$ cat config.mk
export PLATFORM = sky130hd
export DESIGN_NAME = pipe_ctrl
export DESIGN_NICKNAME = d
export VERILOG_FILES = /design/src/rtl/pipe_ctrl.sv
export SDC_FILE = /design/constraint.sdc
export NUM_CORES = 1
export LEC_CHECK = 0
export ABC_AREA = 1
export BUFFER_PORTS_ARGS = -buffer_cell sky130_fd_sc_hd__buf_2
export CORE_UTILIZATION = 55
export CTS_BUF_LIST = sky130_fd_sc_hd__clkbuf_2 sky130_fd_sc_hd__clkbuf_4 sky130_fd_sc_hd__clkbuf_8
export DETAILED_ROUTE_END_ITERATION = 7
export HOLD_SLACK_MARGIN = 0.15
export PLACE_DENSITY_LB_ADDON = 0.08
export SLEW_MARGIN = 5
export SYNTH_ARGS = -nofsm -noshare
export SYNTH_HDL_FRONTEND = slang
export SYNTH_SLANG_ARGS = --single-unit
$ cat constraint.sdc
create_clock -name clk -period 4.45 [get_ports clk]
set_clock_uncertainty 0.15 [all_clocks]
set_input_delay 0.89 -clock clk [delete_from_list [all_inputs] [get_ports clk]]
set_output_delay 0.89 -clock clk [all_outputs]
set_load 0.02 [all_outputs]
$ cat src/rtl/pipe_ctrl.sv
// Pipeline sequencer for the 5-stage core: per-stage stall vector, one-cycle flush with
// redirect PC, EX-stall watchdog and a saturating stall-cycle counter.
module pipe_ctrl #(
    parameter int unsigned MAX_STALL = 64,
    parameter int unsigned CNT_W     = 32
) (
    input  logic             clk,
    input  logic             rst,
    input  logic             stallreq_id,
    input  logic             stallreq_ex,
    input  logic             excp_req,
    input  logic [31:0]      excp_pc,
    output logic [5:0]       stall,
    output logic             flush,
    output logic [31:0]      new_pc,
    output logic             stall_timeout,
    output logic [CNT_W-1:0] stall_cycles
);

    localparam int unsigned WAIT_W = $clog2(MAX_STALL + 1);

    typedef enum logic [1:0] {
        RUN     = 2'd0,
        EX_WAIT = 2'd1,
        FLUSH   = 2'd2
    } state_t;

    state_t            state;
    state_t            next_state;
    logic [WAIT_W-1:0] wait_cnt;
    logic              wait_inc_c;

    always_ff @(posedge clk or posedge rst) begin
        if (rst) begin
            state <= RUN;
        end else begin
            state <= next_state;
        end
    end

    // Next state plus same-cycle stall vector; an exception or flush cycle never holds.
    always_comb begin
        next_state = RUN;
        stall      = 6'b000000;
        wait_inc_c = 1'b0;

        if (excp_req) begin
            next_state = FLUSH;
        end else if (stallreq_ex && (state != FLUSH)) begin
            next_state = EX_WAIT;
        end

        if (rst || (state == FLUSH) || excp_req) begin
            stall = 6'b000000;
        end else if (stallreq_ex) begin
            stall = 6'b001111;
        end else if (stallreq_id) begin
            stall = 6'b000111;
        end

        wait_inc_c = stallreq_ex && !excp_req && (state != FLUSH);
    end

    always_ff @(posedge clk or posedge rst) begin
        if (rst) begin
            flush  <= 1'b0;
            new_pc <= 32'h0000_0000;
        end else begin
            flush <= (next_state == FLUSH);
            if (excp_req) begin
                new_pc <= excp_pc;
            end
        end
    end

    // Watchdog: counts consecutive EX-stall cycles, parks at MAX_STALL once tripped.
    always_ff @(posedge clk or posedge rst) begin
        if (rst) begin
            wait_cnt      <= '0;
            stall_timeout <= 1'b0;
        end else if (wait_inc_c) begin
            if (wait_cnt == WAIT_W'(MAX_STALL - 1)) begin
                wait_cnt      <= WAIT_W'(MAX_STALL);
                stall_timeout <= 1'b1;
            end else if (wait_cnt != WAIT_W'(MAX_STALL)) begin
                wait_cnt <= wait_cnt + WAIT_W'(1);
            end
        end else begin
            wait_cnt <= '0;
        end
    end

    always_ff @(posedge clk or posedge rst) begin
        if (rst) begin
            stall_cycles <= '0;
        end else if ((stall != 6'b000000) && (stall_cycles != {CNT_W{1'b1}})) begin
            stall_cycles <= stall_cycles + CNT_W'(1);
        end
    end

endmodule

==> run metrics, run 1 <==
outcome=finished clean; Warnings, synthesis=0; diode count=0; starting density of the core=0.572; die area=around 7400 µm²; GRT overflow=0; slew margin rel.=0.358; fin. max-slew vios=0; Vias/cell=just under 5; crit path cell chain=buf_2 -> nor2_1 -> nand2_1 -> nor2_4 -> buf_2; Hold Path Stages=2; Critical Path End Type=output port; Reg clk slew, reported paths=0.07 ns; Req. time, crit path=around 3.4 ns; post_cts resized=0; most common cell after layout, fill and taps aside=nand2_1; Syn-to-layout area delta=20.7%; fin area=4690 µm²; Core Box Area=between 6000 and 7000 µm²; Critical Path Source Type=input port; most frequent cells in the layout=nand2_1, buf_2, dfrtp_1, nor2_1, inv_1; flop and latch count out of synthesis=between 70 and 80; Final GP Congestion=between 0.8 and 0.9; Fin. Hold Viols=0; Port Buffers=between 100 and 150; share of layout cells above drive strength 1=0.209; PD cells=around 340 nW/µm²; slowest CP cell=buf_2; hpwl dp=between 6000 and 7000 µm; Max-cap violations=0; Slew @ Worst Pin=between 0.9 and 1 ns; critical path peak fanout=37; DIE HEIGHT=between 80 and 90 µm; RSZ-0062 raised after global routing=no; Worst Hold Launch=new_pc[24]; Critical Path AT=roughly 2.0 ns; maximum vdd drop=0.000266 V; Post-route DRC=0; Tcrit/Tclk final=0.674; I/O pin total=109; CTS sink cnt=75; static leakage=roughly 2.5 nW; Place WS=around 1.4 ns; Finished Layout Cells=around 740; fmax=around 330 MHz; antenna-violating nets left=0; largest area contributor in the netlist=dfrtp_1; largest stage delay on the critical path=0.30 ns; Tot Pwr=1.61 mW; post-synthesis cell area=3890 µm²; Hold Path Class=reg2reg; WL/cell=12.2 µm; Worst R2R Start=stall_cycles[0]; CTS buffer count=9; reg-to-reg endpoint=stall_cycles[8]; hold_buf cts=0; Synth top area share=0.483; reg2reg setup slack=2.07 ns; DR vias=between 3000 and 4000; FP Rows=30; Crit Path Class=in2out; Routed Wire Length=around 9100 µm; Post-Place Cells=727; setup bufs post-CTS=0; Iter 0 DRT Violations=approximately 190; largest net degree at the start of global routing=between 40 and 50; Synth Instances=539; clock buffer depth=2; setup violators final=0; first-pass GRT wire length=between 15000 and 20000 µm; Layout Nets=slightly below 700; worst r2r path cells=10; worst setup margin=about 1.4 ns; setup_tns=0 ns; vias in the first global route=between 3000 and 4000; GRT Overall Usage=0.263; DR pass1 iterations=4; CP dominant cell by count=buf_2; crit path time final=approximately 3.0 ns; Placed Area=approximately 4500 µm²; most area-consuming cells after synthesis=dfrtp_1, nand2_1, nor2_1; post-synthesis sequential area ratio=0.483; Endpoint, Worst Hold=new_pc[24]; CTS tree=built; Syn Area/Cell=roughly 7.2 µm²; initial antenna violation count=0; Die Wd=about 86 µm; Clock Latency Late Sink=0.35 ns; Distinct cells, synth=26; Root Driver=clkbuf_8; H-tree levels=3
## power by group
part           internal, mW  switching, mW  leakage (nW)  total, mW
logic                0.0728          0.146          1.37      0.218
clock network         0.371          0.261         0.119      0.632
registers             0.723         0.0357         0.980      0.759
total                  1.17          0.442          2.47       1.61
## worst max path at each step
stage / end / start / slack, ns
floorplan: flush / rst / 1.50
global placement: stall[1] / excp_req / 1.46
detailed placement: stall[0] / excp_req / 1.44
CTS: stall[0] / excp_req / 1.44
global route: stall[0] / excp_req / 1.31
finish: stall[0] / excp_req / 1.45
## logic make-up (layout without fill, tap and decap cells)
kind of cell | count (synthesis) | after routing | synth area share
flops | 75 | 75 | 0.483
compound gates | 10 | 10 | 0.0135
xor+xnor | 15 | 15 | 0.0338
other cells | 1 | 2 | 0.000965
simple gates | 384 | 384 | 0.400
fa+ha+maj | 3 | 3 | 0.00966
buf+inv | 51 | 158 | 0.0596
## registers in the layout, indices dropped and copies added (netlist names)
name / flops
wait_cnt: 7
stall_cycles: 32
flush: 1
state: 2
stall_timeout: 1
new_pc: 32
## metrics by stage
step | hold WS [ns] | utilization
final | 0.318 | 0.691
after global routing | 0.350 | 0.691
after CTS | 0.324 | 0.691
after detailed placement | 0.304 | 0.655
after global placement | 0.299 | 0.655
after floorplan | 0.349 | -
## synthesized netlist by cell type
library cell    n
nor2_1         64
xnor2_1         6
o21bai_1        1
nand2_4         1
buf_2           2
nand2_1       276
nand3b_1        4
nor3_1          2
nand3_1        21
xor2_1          9
conb_1          1
nand2_2         3
ha_1            3
buf_4           6
nor3_4          1
nand4_1         7
a21oi_1         2
buf_6           2
and2_1          1
dfrtp_1        75
inv_2           1
o21ai_0         7
inv_1          33
clkbuf_1        7
nor2_2          2
nor2_4          2
## metal layers
layer  global-route usage  vias up  routed length (µm)
met2                0.429      118                4230
met4                0.115        0                 182
met5                    0        -                   0
met1                0.341     1660                4110
li1                     -     1847                   -
met3               0.0520       17                 534
## worst max-delay path, delay by kind of cell
kind,cells,cell delay (ns)
buffers and inverters,2,0.52
AND/OR/NAND/NOR,3,0.54
## cell type report
| cell class | count | area [µm²] |
|---|---|---|
| multi-input cells | 414 | 1780 |
| fillers | 588 | 2100 |
| clock inverters | 7 | 116 |
| well taps | 96 | 120 |
| repair buffers | 108 | 546 |
| flip-flops and latches | 75 | 1880 |
| clock buffers | 9 | 124 |
| inverters | 34 | 128 |
(Power assumes the default switching activity.)
==> run 2: changes to the inputs <==
--- a/config.mk
+++ b/config.mk
@@ -7,7 +7,7 @@
 export LEC_CHECK = 0
 export ABC_AREA = 1
 export BUFFER_PORTS_ARGS = -buffer_cell sky130_fd_sc_hd__buf_2
-export CORE_UTILIZATION = 55
+export CORE_UTILIZATION = 49
 export CTS_BUF_LIST = sky130_fd_sc_hd__clkbuf_2 sky130_fd_sc_hd__clkbuf_4 sky130_fd_sc_hd__clkbuf_8
 export DETAILED_ROUTE_END_ITERATION = 7
 export HOLD_SLACK_MARGIN = 0.15
==> constraint.sdc (replaced) <==
create_clock -name clk -period 2.75 [get_ports clk]
set_clock_uncertainty 0.15 [all_clocks]
set_input_delay 0.55 -clock clk [delete_from_list [all_inputs] [get_ports clk]]
set_output_delay 0.55 -clock clk [all_outputs]
set_load 0.02 [all_outputs]
==> run metrics, run 2 (synthesized netlist as in run 1, its figures left out) <==
Crit Path Class=in2out; clock buffer depth=2; setup bufs post-CTS=0; Slew @ Worst Pin=about 0.57 ns; GRT overflow=0; most common cell after layout, fill and taps aside=nand2_1; setup_tns=0 ns; slew margin rel.=0.619; slowest CP cell=dlygate4sd3_1; CTS buffer count=9; Clock Latency Late Sink=approximately 0.35 ns; hpwl dp=a little under 7000 µm; Critical Path Source Type=input port; static leakage=~2.5 nW; crit-path leading delay family=buffers and inverters; H-tree levels=3; crit path cell chain=dlygate4sd3_1 -> buf_2 -> nor2_1 -> nand2_1 -> nor2_4 -> buf_2; Syn-to-layout area delta=21.0%; crit path time final=roughly 2.6 ns; I/O pin total=109; Root Driver=clkbuf_8; Die Wd=about 91 µm; GRT Overall Usage=0.242; DR pass1 iterations=5; Iter 0 DRT Violations=~150; critical path peak fanout=7; Place WS=0.552 ns; CTS tree=built; CP dominant cell by count=buf_2; hold_buf cts=1; outcome=finished clean; CTS sink cnt=75; most frequent cells in the layout=nand2_1, buf_2, dfrtp_1, nor2_1, inv_1; starting density of the core=0.506; DR vias=3665; antenna-violating nets left=0; share of layout cells above drive strength 1=0.212; maximum vdd drop=0.000382 V; fmax=between 300 and 400 MHz; first-pass GRT wire length=approximately 16000 µm; Layout Nets=686; vias in the first global route=~3500; worst setup margin=around 0.12 ns; Critical Path AT=1.93 ns; Hold Path Class=in2reg; Critical Path End Type=output port; die area=8290 µm²; reg2reg setup slack=about 0.54 ns; diode count=0; Tcrit/Tclk final=0.958; post_cts resized=0; largest net degree at the start of global routing=between 50 and 60; Vias/cell=4.87; PD cells=between 500 and 600 nW/µm²; RSZ-0062 raised after global routing=no; Req. time, crit path=roughly 2.1 ns; largest stage delay on the critical path=between 0.5 and 0.6 ns; layout filler cell count=between 700 and 800; Fin. Hold Viols=0; Final GP Congestion=0.830; initial antenna violation count=0; Largest regs=new_pc: 32 flops, stall_cycles: 32 flops, wait_cnt: 7 flops; Routed Wire Length=approximately 9300 µm; Port Buffers=around 110; fin. max-slew vios=0; Post-route DRC=0; Finished Layout Cells=753; DIE HEIGHT=a little over 90 µm; Core Box Area=slightly below 8000 µm²; Max-cap violations=0; Crit path buffers/inverters=3; Post-Place Cells=736; setup violators final=0; WL/cell=approximately 12 µm; Reg clk slew, reported paths=0.08 ns; FP Rows=32
## run 2: cell count changes in the layout (fill, tap and decap cells not counted)
cell / change
buf_12: +1
buf_4: +2
bufinv_16: -2
clkbuf_4: +1
dlygate4sd3_1: +1
inv_6: +1
## run 2: cell type report
class | count | area, µm² | area share
repair buffers | 112 | 591 | 0.126
flip-flops and latches | 75 | 1880 | 0.399
multi-input cells | 414 | 1780 | 0.379
clock inverters | 6 | 65.1 | 0.0138
inverters | 34 | 128 | 0.0271
well taps | 102 | 128 | 0.0271
clock buffers | 10 | 131 | 0.0279
## run 2: path summary, 6_finish.rpt
check / cells after the start / to / start
max reg2reg: 10 / stall_cycles[13] / stall_cycles[0]
max in group asynchronous: 4 / stall_cycles[18] / rst
min in group asynchronous: 3 / wait_cnt[5] / rst
min: 3 / new_pc[27] / excp_pc[27]
min reg2reg: 2 / new_pc[12] / new_pc[12]
max: 6 / stall[0] / rst
## run 2: per-stage QoR
step	util	total power [mW]	area (µm²)	hold WS [ns]
after floorplan	-	1.48	3890	0.349
after global placement	0.585	1.61	4490	0.298
after detailed placement	0.585	1.62	4490	0.306
after CTS	0.611	2.48	4700	0.231
after global routing	0.611	2.56	4700	0.239
final	0.611	2.46	4700	0.240
## run 2: worst register-to-register path: stages, from the launching register on
cell	delay, ns
dfrtp_1	0.45
ha_1	0.24
nand2_2	0.08
nor2_4	0.18
nand2_2	0.10
nor2_2	0.12
nand2_2	0.15
nand2_4	0.22
inv_2	0.22
nand2_1	0.14
nand2_1	0.05
## run 2: power breakdown
part	switching, mW	internal, mW	total, mW
clock	0.437	0.431	0.868
combinational	0.244	0.124	0.368
sequential	0.0569	1.17	1.23
total	0.737	1.73	2.46
## run 2: routing by layer
layer / part of all wire / vias up / GRT usage / routed length [µm]
met1: 0.44 / 1661 / 0.295 / 4140
met3: 0.075 / 22 / 0.0620 / 696
met5: 0 / - / 0 / 0
li1: - / 1853 / - / -
met2: 0.46 / 129 / 0.397 / 4260
met4: 0.026 / 0 / 0.119 / 247
